--- config.mk ---
export PLATFORM = sky130hd
export DESIGN_NAME = serial_add_ctrl
export DESIGN_NICKNAME = d
export VERILOG_FILES = /design/src/rtl/serial_add_pkg.sv /design/src/rtl/serial_add_ctrl_full_adder.sv /design/src/rtl/serial_add_ctrl.sv
export SDC_FILE = /design/constraint.sdc
export NUM_CORES = 1
export LEC_CHECK = 0
export CELL_PAD_IN_SITES_DETAIL_PLACEMENT = 0
export CELL_PAD_IN_SITES_GLOBAL_PLACEMENT = 1
export CORE_MARGIN = 5
export CORE_UTILIZATION = 44
export DETAILED_ROUTE_END_ITERATION = 12
export PLACE_DENSITY_LB_ADDON = 0.1
export SYNTH_ARGS = -nofsm -noshare
export SYNTH_HDL_FRONTEND = slang
export SYNTH_HIERARCHICAL = 1
export SYNTH_SLANG_ARGS = --single-unit
--- constraint.sdc ---
create_clock -name clk -period 2.5 [get_ports clk]
set_input_delay 0.375 -clock clk [delete_from_list [all_inputs] [get_ports clk]]
set_output_delay 0.375 -clock clk [all_outputs]
set_load 0.03 [all_outputs]
--- src/rtl/serial_add_pkg.sv ---
// Shared definitions for the bit-serial adder: FSM state encoding and counter sizing.
package serial_add_pkg;

    localparam logic [1:0] ST_IDLE = 2'd0;
    localparam logic [1:0] ST_RUN  = 2'd1;
    localparam logic [1:0] ST_DONE = 2'd2;

    // Bits needed to count 0..w-1, never less than one.
    function automatic int unsigned cnt_width(input int unsigned w);
        return (w < 2) ? 1 : $clog2(w);
    endfunction

endpackage

--- src/rtl/serial_add_ctrl_full_adder.sv ---
// Single-bit full adder used as the per-cycle stage of the serial adder.
module full_adder (
    input  logic a,
    input  logic b,
    input  logic cin,
    output logic sum,
    output logic carry
);

    assign sum   = a ^ b ^ cin;
    assign carry = (a & b) | (cin & (a ^ b));

endmodule

--- src/rtl/serial_add_ctrl.sv ---
// Bit-serial adder controller: one result bit per RUN cycle, result registered on completion.
// Optional signed-overflow output enabled by defining SERIAL_ADD_OVF_EN.
module serial_add_ctrl
    import serial_add_pkg::*;
#(
    parameter int WIDTH = 8
) (
    input  logic             clk,
    input  logic             rst,
    input  logic             start,
    input  logic [WIDTH-1:0] a,
    input  logic [WIDTH-1:0] b,
    input  logic             cin,
    output logic             busy,
    output logic             done,
    output logic [WIDTH-1:0] sum,
    output logic             cout
`ifdef SERIAL_ADD_OVF_EN
    ,
    output logic             ovf
`endif
);

    localparam int unsigned CW = cnt_width(WIDTH);

    logic [1:0]       state_q, state_d;
    logic [CW-1:0]    cnt_q;
    logic             carry_q;
    logic [WIDTH-1:0] a_q, b_q;
    logic [WIDTH-2:0] part_q;
    logic [WIDTH-1:0] part_next;
    logic [WIDTH-1:0] sum_q;
    logic             cout_q;
    logic             fa_sum, fa_carry;
    logic             accept, running, last;

    full_adder u_fa (
        .a     (a_q[0]),
        .b     (b_q[0]),
        .cin   (carry_q),
        .sum   (fa_sum),
        .carry (fa_carry)
    );

    assign accept    = (state_q == ST_IDLE) && start;
    assign running   = (state_q == ST_RUN);
    assign last      = (cnt_q == CW'(WIDTH - 1));
    // New bit enters at the MSB; on the last cycle this is the complete result.
    assign part_next = {fa_sum, part_q};

    always_comb begin
        state_d = state_q;
        case (state_q)
            ST_IDLE: if (start) state_d = ST_RUN;
            ST_RUN:  if (last)  state_d = ST_DONE;
            ST_DONE: state_d = ST_IDLE;
            default: state_d = ST_IDLE;
        endcase
    end

    always_ff @(posedge clk) begin
        if (rst) begin
            state_q <= ST_IDLE;
            cnt_q   <= '0;
            carry_q <= 1'b0;
            sum_q   <= '0;
            cout_q  <= 1'b0;
        end else begin
            state_q <= state_d;
            if (accept) begin
                cnt_q   <= '0;
                carry_q <= cin;
            end else if (running) begin
                cnt_q   <= cnt_q + CW'(1);
                carry_q <= fa_carry;
                if (last) begin
                    sum_q  <= part_next;
                    cout_q <= fa_carry;
                end
            end
        end
    end

    // Operand shifters and partial result carry no reset; they are reloaded on every accept.
    always_ff @(posedge clk) begin
        if (accept) begin
            a_q <= a;
            b_q <= b;
        end else if (running) begin
            a_q    <= a_q >> 1;
            b_q    <= b_q >> 1;
            part_q <= part_next[WIDTH-1:1];
        end
    end

`ifdef SERIAL_ADD_OVF_EN
    logic a_msb_q, b_msb_q, ovf_q;

    always_ff @(posedge clk) begin
        if (accept) begin
            a_msb_q <= a[WIDTH-1];
            b_msb_q <= b[WIDTH-1];
        end
    end

    always_ff @(posedge clk) begin
        if (rst) begin
            ovf_q <= 1'b0;
        end else if (running && last) begin
            ovf_q <= (a_msb_q == b_msb_q) && (fa_sum != a_msb_q);
        end
    end

    assign ovf = ovf_q;
`endif

    assign busy = running;
    assign done = (state_q == ST_DONE);
    assign sum  = sum_q;
    assign cout = cout_q;

endmodule

# Word-level counts from Yosys, hierarchy flattened
# Cells that the tools add are included.
totals:
  reg_bits: 38
  latch_bits: 0
  mem_bits_rw: 0
  romBits: 0
  inputBits: 20
  output_inout_bits: 11
  wordCells: 36
  n_memories: 0
classes:
  n_addsub: 1
  multipliers: 0
  div_mod_pow: 0
  magnitude_cmp: 0
  eq_ne: 5
  shift: 0
  muxes: 9
  bitwise_logic: 6
  reduce_logical: 7
op_table:
  columns: ["cell", "n"]
  rows:
  - ["$mux W8", 4]
  - ["$mux W2", 2]
  - ["$pmux W2 S2", 1]
  - ["$reduce_and A2 Y1", 2]
  - ["$add A3 B1 Y3 const B", 1]
  - ["$eq A3 B3 Y1 const B", 1]
  - ["$reduce_and A3 Y1", 1]
  - ["$and A1 B1 Y1", 2]
  - ["$eq A2 B1 Y1 const B", 1]
  - ["$eq A2 B2 Y1 const B", 1]
  - ["$logic_not A2 Y1", 1]
  - ["$mux W1", 2]
  - ["$ne A2 B1 Y1 const B", 1]
  - ["$ne A2 B2 Y1 const B", 1]
  - ["$reduce_bool A2 Y1", 1]
  - ["$reduce_or A2 Y1", 1]
  - ["$xor A1 B1 Y1", 2]
  - ["$logic_and A1 B1 Y1", 1]
  - ["$not A1 Y1", 1]
  - ["$or A1 B1 Y1", 1]

# Longest topological paths before layout
# Gate-level depths: netlist (run 1).
logic_depth:
  ltp_word: 5
  ltp_mapped: 6
  depth_no_buf: 5

# Modules after synthesis
# The synthesis (run 1) kept the hierarchy.
by_module_without_submodules:
  columns: ["mod", "instances", "cells_each", "area_per_inst_um2", "seq_area_each_um2"]
  rows:
  - ["serial_add_ctrl", 1, 108, 1557.7, 991.0]
  - ["full_adder", 1, 1, 20.0, 0.0]

# Worst setup path before layout (run 1)
# No wires, ideal clock.
synth_path:
  path_kind: "flip-flop to flip-flop"
  startpoint: "register state_q[0]"
  endpoint: "register a_q[0] (enable)"
  setup_ns: 0.390
  arrival_time_ns: 1.176
  required_ns: 2.110
  path_slack_ns: 0.934
  stages_incl_launch_ff: 3
  path_buffers: 0
  synth_period_minus_slack_ns: 1.566
  path_cell_list: "dfxtp_1 nor2_1 nor2_1"
synth_via:
  elab_chain_cells: 3
  word_cells_on_any_way: 4
  cone_classes: "eq/ne: 1; reduce/logical: 3"
synth_rtl:
  columns: ["element", "line", "rtl"]
  rows:
  - ["start: declaration", "serial_add_ctrl.sv:26", "logic [1:0] state_q, state_d;"]
  - ["start signal: assignment", "serial_add_ctrl.sv:69", "state_q <= state_d;"]
  - ["$logic_not A2 Y1", "serial_add_ctrl.sv:45", "assign accept = (state_q == ST_IDLE) && start;"]
  - ["$logic_and A1 B1 Y1", "serial_add_ctrl.sv:45", null]
  - ["$reduce_bool A2 Y1 (no source line) (*)", null, null]
  - ["end signal: assignment", "serial_add_ctrl.sv:90", "a_q <= a_q >> 1;"]
  - ["end: declaration", "serial_add_ctrl.sv:29", "logic [WIDTH-1:0] a_q, b_q;"]
# Every way passes the cells marked *; elsewhere a longest branch is shown, timed or not.
# A chain may end at the register's enable or synchronous reset.

# Final worst setup path (run 1)
layout_path:
  startpoint: "register state_q[0]"
  endpoint: "output port busy"
layout_via:
  elab_chain_cells: 1
layout_rtl:
  columns: ["element", "line", "rtl"]
  rows:
  - ["$eq A2 B1 Y1", "serial_add_ctrl.sv:46", "assign running = (state_q == ST_RUN);"]
  - ["end: declaration", "serial_add_ctrl.sv:14", "output logic busy,"]
# No other way between the ends.

==> qor.txt, run 1 <==
Worst-path clk slew = 0.11 ns
Worst Tran Pin Value = 0.755 ns
Synth Flop Type = edfxtp_1
status = finished clean
initial antenna violation count = 0
combinational share of power = 0.108
P_sw = 0.270 mW
clk_skew = 0.00798 ns
# setup viols final = 0
DR pass1 iterations = 2
fin crit period = 2.03 ns
Worst-Skew Late Latency = 0.34 ns
Root Driver = clkbuf_4
WP data arrival = 1.66 ns
Required @ worst endpoint = 2.12 ns
via count of the first global-routing pass = 915
Initial Utilization = 0.462
gr ovfl total = 0
H-tree levels = 2
slowest library cell on the worst path = clkdlybuf4s50_1
CTS tree = done
Seq/Total Area, Yosys = 0.628
final setup TNS = 0 ns
Port Buffers = 30
critical path endpoint category = output port
Pins Over Slew Limit = 0
DRT iter0 DRCs = 41
maximum fanout along the worst path = 5
asr flop ratio synth = 0
final hold violation count = 0
Placer Congestion = 0.660
Cell variety after synth = 24
CTS resizes = 0
fmax = 0.492 GHz
# DRC = 0
setup bufs post-CTS = 0
Ports = 31
Post-DP HPWL = 1740 um
die height = 69.9 um
total of max-cap violations = 0
slowest stage delay, CP = 0.68 ns
global router's overall resource usage = 0.110
crit path launch type = flop
Post-DRT Antenna Nets = 0
Syn Area/Cell = 14.5 sq um
Crit Path Class = reg2out
Die X = 69.9 um
share of cells above drive strength 1 = 0.219
wire per inst = 13.1 um
synthesis warning total = 6
Cell Rows = 21
Seq cells post-synth = 38
delay-heaviest family, CP = buffers and inverters
Sequential Power Share = 0.635
RSZ-0062 raised after global routing = false
EDFF count, synth = 23
Antenna Cells = 0
Post-Route WL = 2510 um
Netlist Area Pre-Place = 1580 sq um
Pleak = 0.682 nW
Post-CTS Hold Fix Bufs = 0
Nets = 168
P&R area growth vs syn = 25.2%
P_int = 0.898 mW
Sw Ratio = 0.231
vias per cell = 4.72
Clk pwr share = 0.257
core footprint = 3420 sq um
global-route wire length before repair = 4240 um
crit path cell chain = nor2b_2 > clkdlybuf4s50_1
maximum VDD drop = 352 uV
Synth Net Count = 132
CTS sink cnt = 38
max_slew headroom = 0.495
CP bufs+invs = 1
largest net degree at the start of global routing = 21
Post-Place Cell Area = 1930 sq um
cell area after layout = 1980 sq um
P per Cell Area = 591 nW/um^2
HP Class = reg2reg
Final Cycle Share = 0.813
die area = 4880 sq um
routed via count = 906
CTS Buf Count = 5
Syn Inst Count = 109
clk buf depth = 2
==> final timing paths <==
check                                 from  endpoint  slack, ns  cells past startpoint
worst min register to register      sum[3]    sum[3]       0.47                      2
worst max-delay path            state_q[0]      busy       0.47                      2
worst min-delay path                sum[3]    sum[3]       0.47                      2
worst max register to register    cnt_q[0]      cout       0.98                      6
==> metrics by stage <==
step	utilization	total power, mW	setup slack (ns)	std cells	hold WS (ns)
global placement	0.564	0.880	0.638	184	0.454
global route	0.578	1.23	0.392	192	0.495
CTS	0.578	1.18	0.441	192	0.474
floorplan	-	0.831	0.934	109	0.437
finish	0.578	1.17	0.467	192	0.471
detailed placement	0.564	0.884	0.603	184	0.456
==> routing by layer <==
metal | routed length (um) | track usage
met1 | 1160 | 0.137
met2 | 1210 | 0.171
met4 | 26 | 0.0511
met3 | 113 | 0.0373
met5 | 0 | 0
==> registers in the layout, indices dropped and copies added (netlist names) <==
signal	flops
cout	1
sum	8
state_q	2
part_q	7
cnt_q	3
a_q	8
b_q	8
carry_q	1
==> kinds of logic (layout without fill, tap and decap cells) <==
kind of cell / count (synthesis) / in the layout / share of synthesized area
buffers and inverters: 9 / 46 / 0.0389
flip-flops: 38 / 38 / 0.628
AND/OR/NAND/NOR: 30 / 30 / 0.122
XOR/XNOR: 1 / 1 / 0.00555
adder cells (fa/ha/maj): 3 / 3 / 0.0285
AO/OA/AOI/OAI: 11 / 11 / 0.0579
multiplexers: 17 / 17 / 0.119
==> worst min-delay path, stage by stage, from the launching register on <==
cell and delay [ns]:
dfxtp_1 0.32, nand2_1 0.07, a21oi_2 0.05
==> cell type report <==
type	instances	area [sq um]
Sequential cell	38	991
Fill cell	314	1440
Multi-Input combinational cell	62	528
Timing Repair Buffer	35	338
Inverter	3	11.3
Clock inverter	2	8.76
Tap cell	46	57.6
Clock buffer	6	41.3
==> power groups by stage <==
stage                     Sequential (mW)  Combinational, mW  Clock [mW]
after floorplan                     0.750             0.0817           0
after global placement              0.755              0.125           0
after detailed placement            0.756              0.129           0
after CTS                           0.742              0.130       0.313
after global routing                0.745              0.141       0.340
final                               0.741              0.127       0.300
==> Yosys cell counts (2+ instances only) <==
master	count	area [sq um]
a21oi_1	2	10.0
a21oi_2	8	70.1
and2_1	2	12.5
buf_4	4	30.0
dfxtp_1	15	300
edfxtp_1	23	691
ha_1	2	25.0
inv_1	2	7.51
mux2_1	13	146
mux2i_1	3	30.0
nand2_1	8	30.0
nand3_2	8	80.1
nor2_1	5	18.8
nor2b_1	2	12.5
nor3_1	3	15.0
==> cell usage in the layout (no fill, tap or decap), types with 3 or more instances in the layout <==
master / n
nand3_2: 8
mux2i_1: 3
nand2_1: 8
nor3_1: 3
clkdlybuf4s50_1: 30
clkbuf_4: 5
dfxtp_1: 15
a21oi_2: 8
edfxtp_1: 23
buf_4: 5
nor2_1: 5
mux2_1: 13
No activity file was read; power rests on OpenSTA's default activity.
==> run 2, diff against run 1 <==
Settings changed: CORE_UTILIZATION 44 to 41.
Clock period 2.5 ns to 2 ns, I/O delays scaled along.
==> run 2 against run 1 <==
Critical path depth stayed put. Clock skew is 0.0019 ns lower. Worst setup slack got worse by 0.31 ns. Wire length decreased by 0.52%. Clock power up 66%. Global-route usage increased by 0.31 points. Hold slack got worse by 0.0044 ns. Total power up 36%. Critical endpoint is now done.
==> qor.txt, run 2 (synthesized netlist as in run 1, its figures left out) <==
CTS tree = done
Hold Startpoint = sum[1]
P per Cell Area = 780 nW/um^2
crit path cell chain = nor2b_1 > clkdlybuf4s50_1
vias per cell = 4.78
critical path endpoint category = output port
setup bufs post-CTS = 0
H-tree levels = 2
Pins Over Slew Limit = 0
Initial Utilization = 0.428
combinational share of power = 0.101
global-route wire length before repair = 4350 um
Port Buffers = 30
Final Cycle Share = 0.919
Sw Ratio = 0.222
most common cell after layout, fill and taps aside = clkdlybuf4s50_1
WL met1 = 1100 um
Placer Congestion = 0.673
CTS Buf Count = 5
area occupied by multi-input gates = 528 sq um
register area = 991 sq um
clk_skew = 0.00613 ns
worst setup path startpoint = state_q[1]
CTS sink cnt = 38
largest net degree at the start of global routing = 22
die height = 72.0 um
clk buf depth = 2
Setup WS pre-CTS = 0.168 ns
total of max-cap violations = 0
Post-DP HPWL = 1780 um
WP data arrival = 1.54 ns
P_int = 1.23 mW
Fill cells = 330
Worst Tran Pin Value = 0.317 ns
Antenna Cells = 0
top layer in use = met4
slowest library cell on the worst path = clkdlybuf4s50_1
gr ovfl total = 0
Cell Rows = 22
crit path launch type = flop
Ports = 31
maximum fanout along the worst path = 5
dpl cells = 186
max_slew headroom = 0.788
Nets = 168
maximum VDD drop = 402 uV
fin crit period = 1.84 ns
Pleak = 0.712 nW
initial antenna violation count = 0
DRT iter0 DRCs = 63
met2 WL = 1150 um
final non-filler cell total = 194
die area = 5190 sq um
via count of the first global-routing pass = 969
status = finished clean
Clk pwr share = 0.314
final setup TNS = 0 ns
fmax = 0.544 GHz
Die X = 72.0 um
Fin Hold WS = 0.467 ns
DR pass1 iterations = 4
Required @ worst endpoint = 1.70 ns
core footprint = 3690 sq um
final hold violation count = 0
P&R area growth vs syn = 28.5%
final worst setup slack = 0.161 ns
slowest stage delay, CP = 0.67 ns
met3 WL = 190 um
wire per inst = 12.9 um
worst reg2reg path startpoint = state_q[1]
global router's overall resource usage = 0.113
final core occ = 0.550
Post-Route WL = 2500 um
Post-DRT Antenna Nets = 0
most frequent cells in the layout = clkdlybuf4s50_1, edfxtp_1, dfxtp_1, mux2_1
# DRC = 0
routed via count = 927
Root Driver = clkbuf_8
# setup viols final = 0
Worst-Skew Late Latency = 0.29 ns
Crit Path Class = reg2out
Worst-path clk slew = 0.07 ns
P_sw = 0.352 mW
share of cells above drive strength 1 = 0.226
HP Class = reg2reg
RSZ-0062 raised after global routing = false
Sequential Power Share = 0.585
[run 2: per-layer routing]
layer	vias to the layer above	global-route usage
met1	436	0.135
met2	25	0.169
met4	0	0.0564
met3	6	0.0554
li1	460	-
met5	-	0
[run 2: area by class of cell]
cell class              count  share of cell area
flip-flops and latches     38               0.489
multi-input cells          62               0.260
repair buffers             35               0.174
clock buffers               5              0.0339
well taps                  48              0.0296
clock inverters             3             0.00802
inverters                   3             0.00555
[run 2: worst paths after layout]
kind | end | slack [ns] | cells past startpoint
min reg2reg | sum[1] | 0.47 | 2
max | done | 0.16 | 2
min | sum[1] | 0.47 | 2
max reg2reg | b_q[6] | 0.58 | 3
[run 2: repair_timing]
item	4_1_cts	5_1_grt
hold buffers	0	0
endpoints found under the setup margin	0	1
gates resized for setup	0	1
[run 2: through the flow]
step	power (mW)	instance area, sq um
6_report	1.58	2030
5_1_grt	1.67	2030
4_1_cts	1.62	2030
3_5_place_dp	1.11	1940
3_3_place_gp	1.10	1940
2_1_floorplan	1.04	1580
[run 2: power groups by stage]
| stage | registers (mW) | clock network (mW) | logic, mW |
|---|---|---|---|
| floorplan | 0.937 | 0 | 0.102 |
| detailed placement | 0.944 | 0 | 0.164 |
| global route | 0.933 | 0.559 | 0.178 |
| global placement | 0.943 | 0 | 0.159 |
| CTS | 0.927 | 0.524 | 0.165 |
| finish | 0.926 | 0.497 | 0.160 |
[run 2: critical path, delay by kind of cell (launching register included)]
family	cells	cell delay, ns
buf+inv	1	0.67
flops	1	0.42
simple gates	1	0.16
==> run 3, diff against run 2 <==
Settings changed: PLACE_DENSITY set to 0.75, PLACE_DENSITY_LB_ADDON 0.1 to unset.
==> run 3 against run 2 <==
Core utilization decreased by 0.20 points. Clock power decreased by 4.4%. Cell area decreased by 0.37%. Clock-buffer cell count increased by 3. First-iteration DRC count decreased by 63%. Combinational power about the same. Worst setup slack got worse by 0.029 ns. Register-to-register slack about the same. Critical endpoint is now busy. Largest power group unchanged.
==> qor.txt, run 3 (synthesized netlist as in run 1, its figures left out) <==
maximum fanout along the worst path = 5
die height = 72.0 um
share of cells above drive strength 1 = 0.212
H-tree levels = 2
crit path launch type = flop
critical path endpoint category = output port
total of max-cap violations = 0
combinational share of power = 0.103
delay-heaviest family, CP = buffers and inverters
CTS Buf Count = 5
Pins Over Slew Limit = 0
Nets = 168
global-route wire length before repair = 4450 um
RSZ-0062 raised after global routing = false
HP Class = reg2reg
via count of the first global-routing pass = 1037
final hold violation count = 0
reg2reg setup slack = 0.59 ns
Worst Tran Pin Value = 0.307 ns
DRT iter0 DRCs = 23
CTS resizes = 0
largest net degree at the start of global routing = 22
Clk pwr share = 0.304
crit path cell chain = nor2b_2 > clkdlybuf4s50_1
CTS sink cnt = 38
core footprint = 3690 sq um
Fill cells = 343
initial antenna violation count = 0
Required @ worst endpoint = 1.70 ns
Overall Power = 1.56 mW
most common cell after layout, fill and taps aside = clkdlybuf4s50_1
# setup viols final = 0
Root Driver = clkbuf_8
Hold Startpoint = sum[6]
WP data arrival = 1.57 ns
CP bufs+invs = 1
clk buf depth = 2
Worst-path clk slew = 0.06 ns
Pleak = 0.696 nW
worst reg2reg path startpoint = state_q[1]
routed via count = 913
gr ovfl total = 0
P_int = 1.24 mW
WHS Path Cells = 2
global router's overall resource usage = 0.111
Final Cycle Share = 0.934
status = finished clean
slowest library cell on the worst path = clkdlybuf4s50_1
Post-CTS Hold Fix Bufs = 0
Initial Utilization = 0.428
Crit Path Class = reg2out
Post-Route WL = 2520 um
Cell Rows = 22
Antenna Cells = 0
Port Buffers = 30
Worst-Skew Late Latency = 0.28 ns
P&R area growth vs syn = 28.1%
vias per cell = 4.71
fin crit period = 1.87 ns
fmax = 0.535 GHz
Post-Place Cell Area = 1940 sq um
max_slew headroom = 0.795
worst reg-to-reg path cell count = 3
Worst Hold Endpoint = sum[6]
clk_skew = 0.00499 ns
cell area after layout = 2020 sq um
Post-DRT Antenna Nets = 0
most frequent cells in the layout = clkdlybuf4s50_1, edfxtp_1, dfxtp_1, mux2_1
Sw Ratio = 0.205
CTS tree = done
final setup TNS = 0 ns
die area = 5190 sq um
setup bufs post-CTS = 0
DR pass1 iterations = 2
P per Cell Area = 773 nW/um^2
Ports = 31
Post-DP HPWL = 1880 um
worst reg2reg endpoint = b_q[6]
wire per inst = 13.0 um
Sequential Power Share = 0.593
# DRC = 0
P_sw = 0.321 mW
Placer Congestion = 0.684
Die X = 72.0 um
slowest stage delay, CP = 0.68 ns
maximum VDD drop = 413 uV
## run 3: cell types whose count changed in the layout (fill, tap and decap cells not counted)
cell and delta:
clkinvlp_4 -1, clkbuf_1 +3, clkdlybuf4s50_1 +1, clkinv_1 -1, dlymetal6s2s_1 -1, clkinv_2 -1
## run 3: metrics by stage
step	hold WS (ns)	cells	worst slack [ns]	util
global placement	0.454	186	0.215	0.526
finish	0.467	194	0.132	0.548
global route	0.493	194	0.0139	0.548
floorplan	0.362	109	0.434	-
CTS	0.469	194	0.0860	0.548
detailed placement	0.453	186	0.190	0.526
## run 3: worst reg2reg max path: cells and delay by family, from the launching register on
family | cells | cell delay [ns]
mux | 1 | 0.35
simple gates | 1 | 0.26
buf+inv | 1 | 0.19
flops | 1 | 0.36
## run 3: power groups by stage
stage	Combinational, mW	Clock [mW]	Sequential, mW
after floorplan	0.102	0	0.937
after global placement	0.157	0	0.943
after detailed placement	0.165	0	0.945
after CTS	0.165	0.506	0.928
after global routing	0.179	0.534	0.933
final	0.160	0.475	0.927
## run 3: layer usage
layer / wire length, um / global-route usage / part of all wire
met1: 999 / 0.122 / 0.40
met2: 1280 / 0.183 / 0.51
met3: 204 / 0.0485 / 0.081
met4: 39 / 0.0543 / 0.015
met5: 0 / 0 / 0
## run 3: final cells by class
cell class | instances | area [sq um] | area share
Clock buffer | 8 | 80.1 | 0.0396
Tap cell | 48 | 60.1 | 0.0297
Multi-Input combinational cell | 62 | 528 | 0.261
Sequential cell | 38 | 991 | 0.490
Timing Repair Buffer | 35 | 350 | 0.173
Inverter | 3 | 11.3 | 0.00557
## run 3: worst max path at each step
stage / from / to / slack (ns) / cells after the start
after floorplan: state_q[0] / a_q[0] / 0.43 / 2
after global placement: start / b_q[6] / 0.21 / 4
after detailed placement: start / b_q[6] / 0.19 / 4
after CTS: state_q[0] / busy / 0.09 / 2
after global routing: state_q[0] / busy / 0.01 / 2
final: state_q[0] / busy / 0.13 / 2
